## src/rtl/peaks_pkg.sv

```systemverilog
// Shared parameters, frame type and word packing for the spectral peak read path.
package peaks_pkg;

  localparam int unsigned PEAKS  = 6;
  localparam int unsigned AMPL_W = 16;
  localparam int unsigned FREQ_W = 10;
  localparam int unsigned TIME_W = 24;
  localparam int unsigned DEPTH  = 4;

  localparam int unsigned FRAME_WORDS = PEAKS + 1;
  localparam int unsigned PTR_W       = $clog2(DEPTH);
  localparam int unsigned CNT_W       = PTR_W + 1;
  localparam int unsigned IDX_W       = $clog2(FRAME_WORDS);

  localparam logic ADDR_STATUS = 1'b0;
  localparam logic ADDR_DATA   = 1'b1;

  typedef struct packed {
    logic [TIME_W-1:0]             counter;
    logic [PEAKS-1:0][AMPL_W-1:0]  ampl;
    logic [PEAKS-1:0][FREQ_W-1:0]  freq;
  } peak_frame_t;

  // Word 0 is the time counter; word k carries band k-1 as {freq, ampl}.
  function automatic logic [31:0] pack_word(peak_frame_t frame, logic [IDX_W-1:0] index);
    logic [31:0]      word;
    logic [IDX_W-1:0] band;
    word = '0;
    band = index - IDX_W'(1);
    if (index == '0) begin
      word[TIME_W-1:0] = frame.counter;
    end else if (index <= IDX_W'(PEAKS)) begin
      word[AMPL_W-1:0]              = frame.ampl[band];
      word[AMPL_W+FREQ_W-1:AMPL_W]  = frame.freq[band];
    end
    return word;
  endfunction

endpackage

```

## src/rtl/peak_frame_fifo.sv

```systemverilog
// Frame buffer of DEPTH peak sets; a push while full is accepted only if a pop frees a slot.
module peak_frame_fifo
  import peaks_pkg::*;
(
  input  logic             clk_i,
  input  logic             reset_i,
  input  logic             push_i,
  input  logic             pop_i,
  input  peak_frame_t      wdata_i,
  output peak_frame_t      rdata_o,
  output logic             full_o,
  output logic             empty_o,
  output logic [CNT_W-1:0] count_o
);

  peak_frame_t      mem_q [DEPTH];
  logic [PTR_W-1:0] wr_ptr_q, rd_ptr_q;
  logic [CNT_W-1:0] count_q, count_d;
  logic             wr_en, rd_en;

  always_comb begin
    empty_o = (count_q == '0);
    full_o  = (count_q == CNT_W'(DEPTH));
    count_o = count_q;
    rdata_o = mem_q[rd_ptr_q];
    rd_en   = pop_i && !empty_o;
    wr_en   = push_i && (!full_o || rd_en);
    case ({wr_en, rd_en})
      2'b10:   count_d = count_q + CNT_W'(1);
      2'b01:   count_d = count_q - CNT_W'(1);
      default: count_d = count_q;
    endcase
  end

  always_ff @(posedge clk_i) begin
    if (reset_i) begin
      wr_ptr_q <= '0;
      rd_ptr_q <= '0;
      count_q  <= '0;
    end else begin
      count_q <= count_d;
      if (wr_en) wr_ptr_q <= wr_ptr_q + PTR_W'(1);
      if (rd_en) rd_ptr_q <= rd_ptr_q + PTR_W'(1);
    end
  end

  // Storage needs no reset; the pointers and count define what is valid.
  always_ff @(posedge clk_i) begin
    if (!reset_i && wr_en) mem_q[wr_ptr_q] <= wdata_i;
  end

endmodule

```

## src/rtl/peak_reader.sv

```systemverilog
// Captures peak frames on a strobe and lets the HPS drain them word by word over Avalon-MM.
module peak_reader
  import peaks_pkg::*;
(
  input  logic                           CLOCK_50,
  input  logic                           reset,
  input  logic                           peak_valid,
  input  logic [PEAKS-1:0][AMPL_W-1:0]   amplitudes_in,
  input  logic [PEAKS-1:0][FREQ_W-1:0]   freqs_in,
  input  logic [TIME_W-1:0]              counter_in,
  input  logic                           chipselect,
  input  logic                           read,
  input  logic                           address,
  output logic [31:0]                    readdata,
  output logic                           irq
);

  peak_frame_t      wframe, head;
  logic             full, empty, pop;
  logic [CNT_W-1:0] count;
  logic             rd_req, status_rd, data_rd, drop;
  logic [IDX_W-1:0] idx_q, idx_d;
  logic             ovf_q, ovf_d;
  logic [31:0]      rdata_q, rdata_d;
  logic             irq_q;

  always_comb begin
    wframe.counter = counter_in;
    wframe.ampl    = amplitudes_in;
    wframe.freq    = freqs_in;
  end

  peak_frame_fifo u_fifo (
    .clk_i   (CLOCK_50),
    .reset_i (reset),
    .push_i  (peak_valid),
    .pop_i   (pop),
    .wdata_i (wframe),
    .rdata_o (head),
    .full_o  (full),
    .empty_o (empty),
    .count_o (count)
  );

  always_comb begin
    rd_req    = chipselect && read;
    status_rd = rd_req && (address == ADDR_STATUS);
    data_rd   = rd_req && (address == ADDR_DATA) && !empty;
    pop       = data_rd && (idx_q == IDX_W'(PEAKS));
    // A pop in the same cycle frees the slot, so the frame is not dropped.
    drop      = peak_valid && full && !pop;

    idx_d = idx_q;
    if (data_rd) idx_d = pop ? '0 : idx_q + IDX_W'(1);

    ovf_d = drop || (ovf_q && !status_rd);

    rdata_d = rdata_q;
    if (status_rd) begin
      rdata_d        = '0;
      rdata_d[0]     = empty;
      rdata_d[1]     = ovf_q;
      rdata_d[2]     = full;
      rdata_d[15:8]  = 8'(count);
      rdata_d[23:16] = 8'(idx_q);
    end else if (rd_req) begin
      rdata_d = empty ? '0 : pack_word(head, idx_q);
    end
  end

  always_ff @(posedge CLOCK_50) begin
    if (reset) begin
      idx_q   <= '0;
      ovf_q   <= 1'b0;
      rdata_q <= '0;
      irq_q   <= 1'b0;
    end else begin
      idx_q   <= idx_d;
      ovf_q   <= ovf_d;
      rdata_q <= rdata_d;
      irq_q   <= !empty;
    end
  end

  assign readdata = rdata_q;
  assign irq      = irq_q;

endmodule

```

## config.mk

```make
export PLATFORM = sky130hd
export DESIGN_NAME = peak_reader
export DESIGN_NICKNAME = d
export VERILOG_FILES = /design/src/rtl/peaks_pkg.sv /design/src/rtl/peak_frame_fifo.sv /design/src/rtl/peak_reader.sv
export SDC_FILE = /design/constraint.sdc
export NUM_CORES = 1
export LEC_CHECK = 0
export BUFFER_PORTS_ARGS = -buffer_cell sky130_fd_sc_hd__clkbuf_2
export CAP_MARGIN = 20
export CORE_AREA = 2 2 249 226
export DETAILED_ROUTE_END_ITERATION = 10
export DIE_AREA = 0 0 251 228
export PLACE_DENSITY = 0.82
export SETUP_SLACK_MARGIN = 0.05
export SLEW_MARGIN = 20
export SYNTH_ARGS = -nofsm -noshare
export SYNTH_HDL_FRONTEND = slang
export SYNTH_SLANG_ARGS = --single-unit
```

## constraint.sdc

```tcl
create_clock -name CLOCK_50 -period 22.3 [get_ports CLOCK_50]
set_input_delay 4.46 -clock CLOCK_50 [delete_from_list [all_inputs] [get_ports CLOCK_50]]
set_output_delay 4.46 -clock CLOCK_50 [all_outputs]
set_load 0.05 [all_outputs]
```

==> impl_metrics.ini <==
[timing]
period_share_pct = 33.0
period_needed_ns = 7.37
hold_violations = 0
worst_pin_slew_ns = 1.15
fin_tns_setup_ns = 0
setup_viol = 0
relSlewSlack_pct = 23.5
rsz0062_at_grt = false
drv_slew = 0
worst_clock_skew_ns = 0.0182
fmax_mhz = 136

[synthesis]
synth_edf_count = 720
yosysSeqAreaShare_pct = 76.8
ys_ff_latch = 760
ys_warn_count = 0
synth_top_family_by_area = multiplexers
synthesis.area_sq_um = 29200
avgSynthCellArea_sq_um = 20.8
synthAdderAreaFrac_pct = 0.411
synth_simple_gate_area_share_pct = 1.79
synth_flop_cell = edfxtp_1
synth_compound_area_share_pct = 5.28
yosysTopAreaCell = edfxtp_1
synth_top_area_share_pct = 74.1
synth_xor_xnor_area_share_pct = 0.274
synth_cells = 1405
synth.distinct_cells = 58
synth_mux_area_share_pct = 13.6
synthTopCellsByArea = edfxtp_1 (74%), mux4_2 (9.8%), mux2i_1 (3.4%)
synthArstFlopShare_pct = 0

[critical_path]
start_kind = input pin
required_ns = 22.50
crit_fanout = 68
r2r_slack_ns = 18.14
critPathKind = input pin to flop
rr_worst_depth = 8
worstPathArrival_ns = 7.57
endpoint_kind = flop
r2r-start = idx_q[0]
timing.rr.end = u_fifo.mem_q[0][126]

[finish]
final_cells = 2418
multi_input_area_sq_um = 6270
seqCellArea_sq_um = 22400
area_growth_syn_to_layout_pct = 13.4
final.fill_count = 3720
final_cell_mix = edfxtp_1 (720), clkbuf_2 (212), mux4_2 (127), a22oi_1 (109), mux2i_1 (99)
nets = 1829
final_common_cell = edfxtp_1
drive_gt1_share_pct = 29.0

[clocking]
insertion_delay_ns = 0.60
cts_resized = 0
clkSinkCount = 760
cts_root_buf = clkbuf_16
clock_tree.buffer_depth = 3
cts_buffers = 71
htree_levels = 3
postCtsSetupRepairBufs = 0
cts_tree = yes
clk_pin_slew_ns = 0.06
ctsHoldBuffers = 0

[detailed_routing]
drt-initial-drc-count = 1804
drc = 0
dr.pass1.iters = 6
ant_nets = 0
totalWireLength_mm = 65.2
viasPerCell = 6.22
wl_per_cell_um = 27.0
vias = 15000

[floorplan]
initial_core_util_pct = 53.1
rows = 82
fp.dieW_um = 251
die-height_um = 228
ioPinCount = 219
design.die.area_sq_um = 57200
coreArea_sq_um = 55000

[global_routing]
grt-ovfl-total = 0
grt_pass1_wl_mm = 95.9
antenna_found_initial = 25
grt_pass1_vias = 15000
track_usage_pct = 22.8
grt_max_degree = 100

[power]
p_leak_nw = 10.3
ir_drop_mv = 0.0570
powerDensity_nw_per_um2 = 87.1

[hold_path]
worstHoldPathType = flop to flop
min_path_cells = 2
holdPathEnd = ovf_q
hold_start = ovf_q

[run]
drv_cap = 0

[place]
placedCellCount = 2274
dp_hpwl_mm = 39.7
port_buffers = 212
place.gp.congestion = 0.846

[run_status]
status = completed
==> worst max-delay path: stages <==
cell	delay [ns]
clkbuf_2	0.18
inv_1	0.17
nor3_1	0.37
o21ai_0	0.28
nor2_1	0.30
and2_4	0.83
buf_4	0.91
==> where the power goes <==
part	internal (W)	leakage, nW	switching (W)
Clock	0.000667	1.08	0.000495
Combinational	0.0000344	2.36	0.0000713
Sequential	0.00160	6.87	0.0000115
==> layout make-up <==
cell class	instances	area share (%)
flip-flops and latches	760	67.7
multi-input cells	561	18.9
clock buffers	89	5.79
repair buffers	233	3.73
well taps	714	2.70
clock inverters	34	0.910
diodes	20	0.151
inverters	7	0.0793
==> metrics by stage <==
step	worst slack, ns	hold WS (ns)	total power [W]	cell area (sq um)	util, %
global placement	14.46	0.439	0.00174	30800	56.1
CTS	14.98	0.475	0.00290	33100	60.1
finish	14.93	0.480	0.00288	33100	60.2
floorplan	12.11	0.417	0.00170	29200	-
detailed placement	14.37	0.460	0.00175	30800	56.1
global route	14.71	0.525	0.00296	33100	60.2
==> cells in the mapped netlist, types with 7 or more instances <==
cell and number:
mux2i_1 99, a31o_2 8, a22oi_1 109, a31oi_1 9
buf_2 26, nand2_1 10, buf_4 19, ha_1 8
o21ai_0 41, mux4_2 127, nor2_1 21, a221oi_1 8
dfxtp_1 40, a21oi_1 7, clkbuf_1 24, and2_1 7
edfxtp_1 720, nand3_1 26, a31o_1 8, buf_6 10
==> layer usage <==
| layer | vias up | wire length (um) | global-route usage (%) |
|---|---|---|---|
| li1 | 6347 | - | - |
| met1 | 7798 | 25000 | 30.4 |
| met2 | 752 | 32200 | 36.5 |
| met3 | 134 | 5930 | 5.79 |
| met4 | 14 | 1940 | 8.85 |
| met5 | - | 97 | 0 |
==> registers in the layout, indices dropped and copies added (netlist names), named ones only <==
| register | cells |
|---|---|
| u_fifo.count_o | 3 |
| readdata | 26 |
| irq | 1 |
| ovf_q | 1 |
| u_fifo.wr_ptr_q | 2 |
| idx_q | 3 |
| u_fifo.rd_ptr_q | 2 |
| u_fifo.mem_q | 720 |
==> worst max path at each step <==
stage               cells past startpoint                   end    start  slack (ns)
detailed placement                      7  u_fifo.mem_q[0][126]  address       14.37
global placement                        7  u_fifo.mem_q[0][126]  address       14.46
finish                                  7  u_fifo.mem_q[0][126]  address       14.93
floorplan                               6    u_fifo.mem_q[0][0]  address       12.11
global route                            7  u_fifo.mem_q[0][126]  address       14.71
CTS                                     7  u_fifo.mem_q[0][126]  address       14.98
==> kinds of logic after synthesis <==
family	count (synthesis)
buf+inv	89
mux	230
other cells	1
flops	760
xor+xnor	7
compound gates	216
fa+ha+maj	9
simple gates	93
Power figures use the tool's default switching activity.
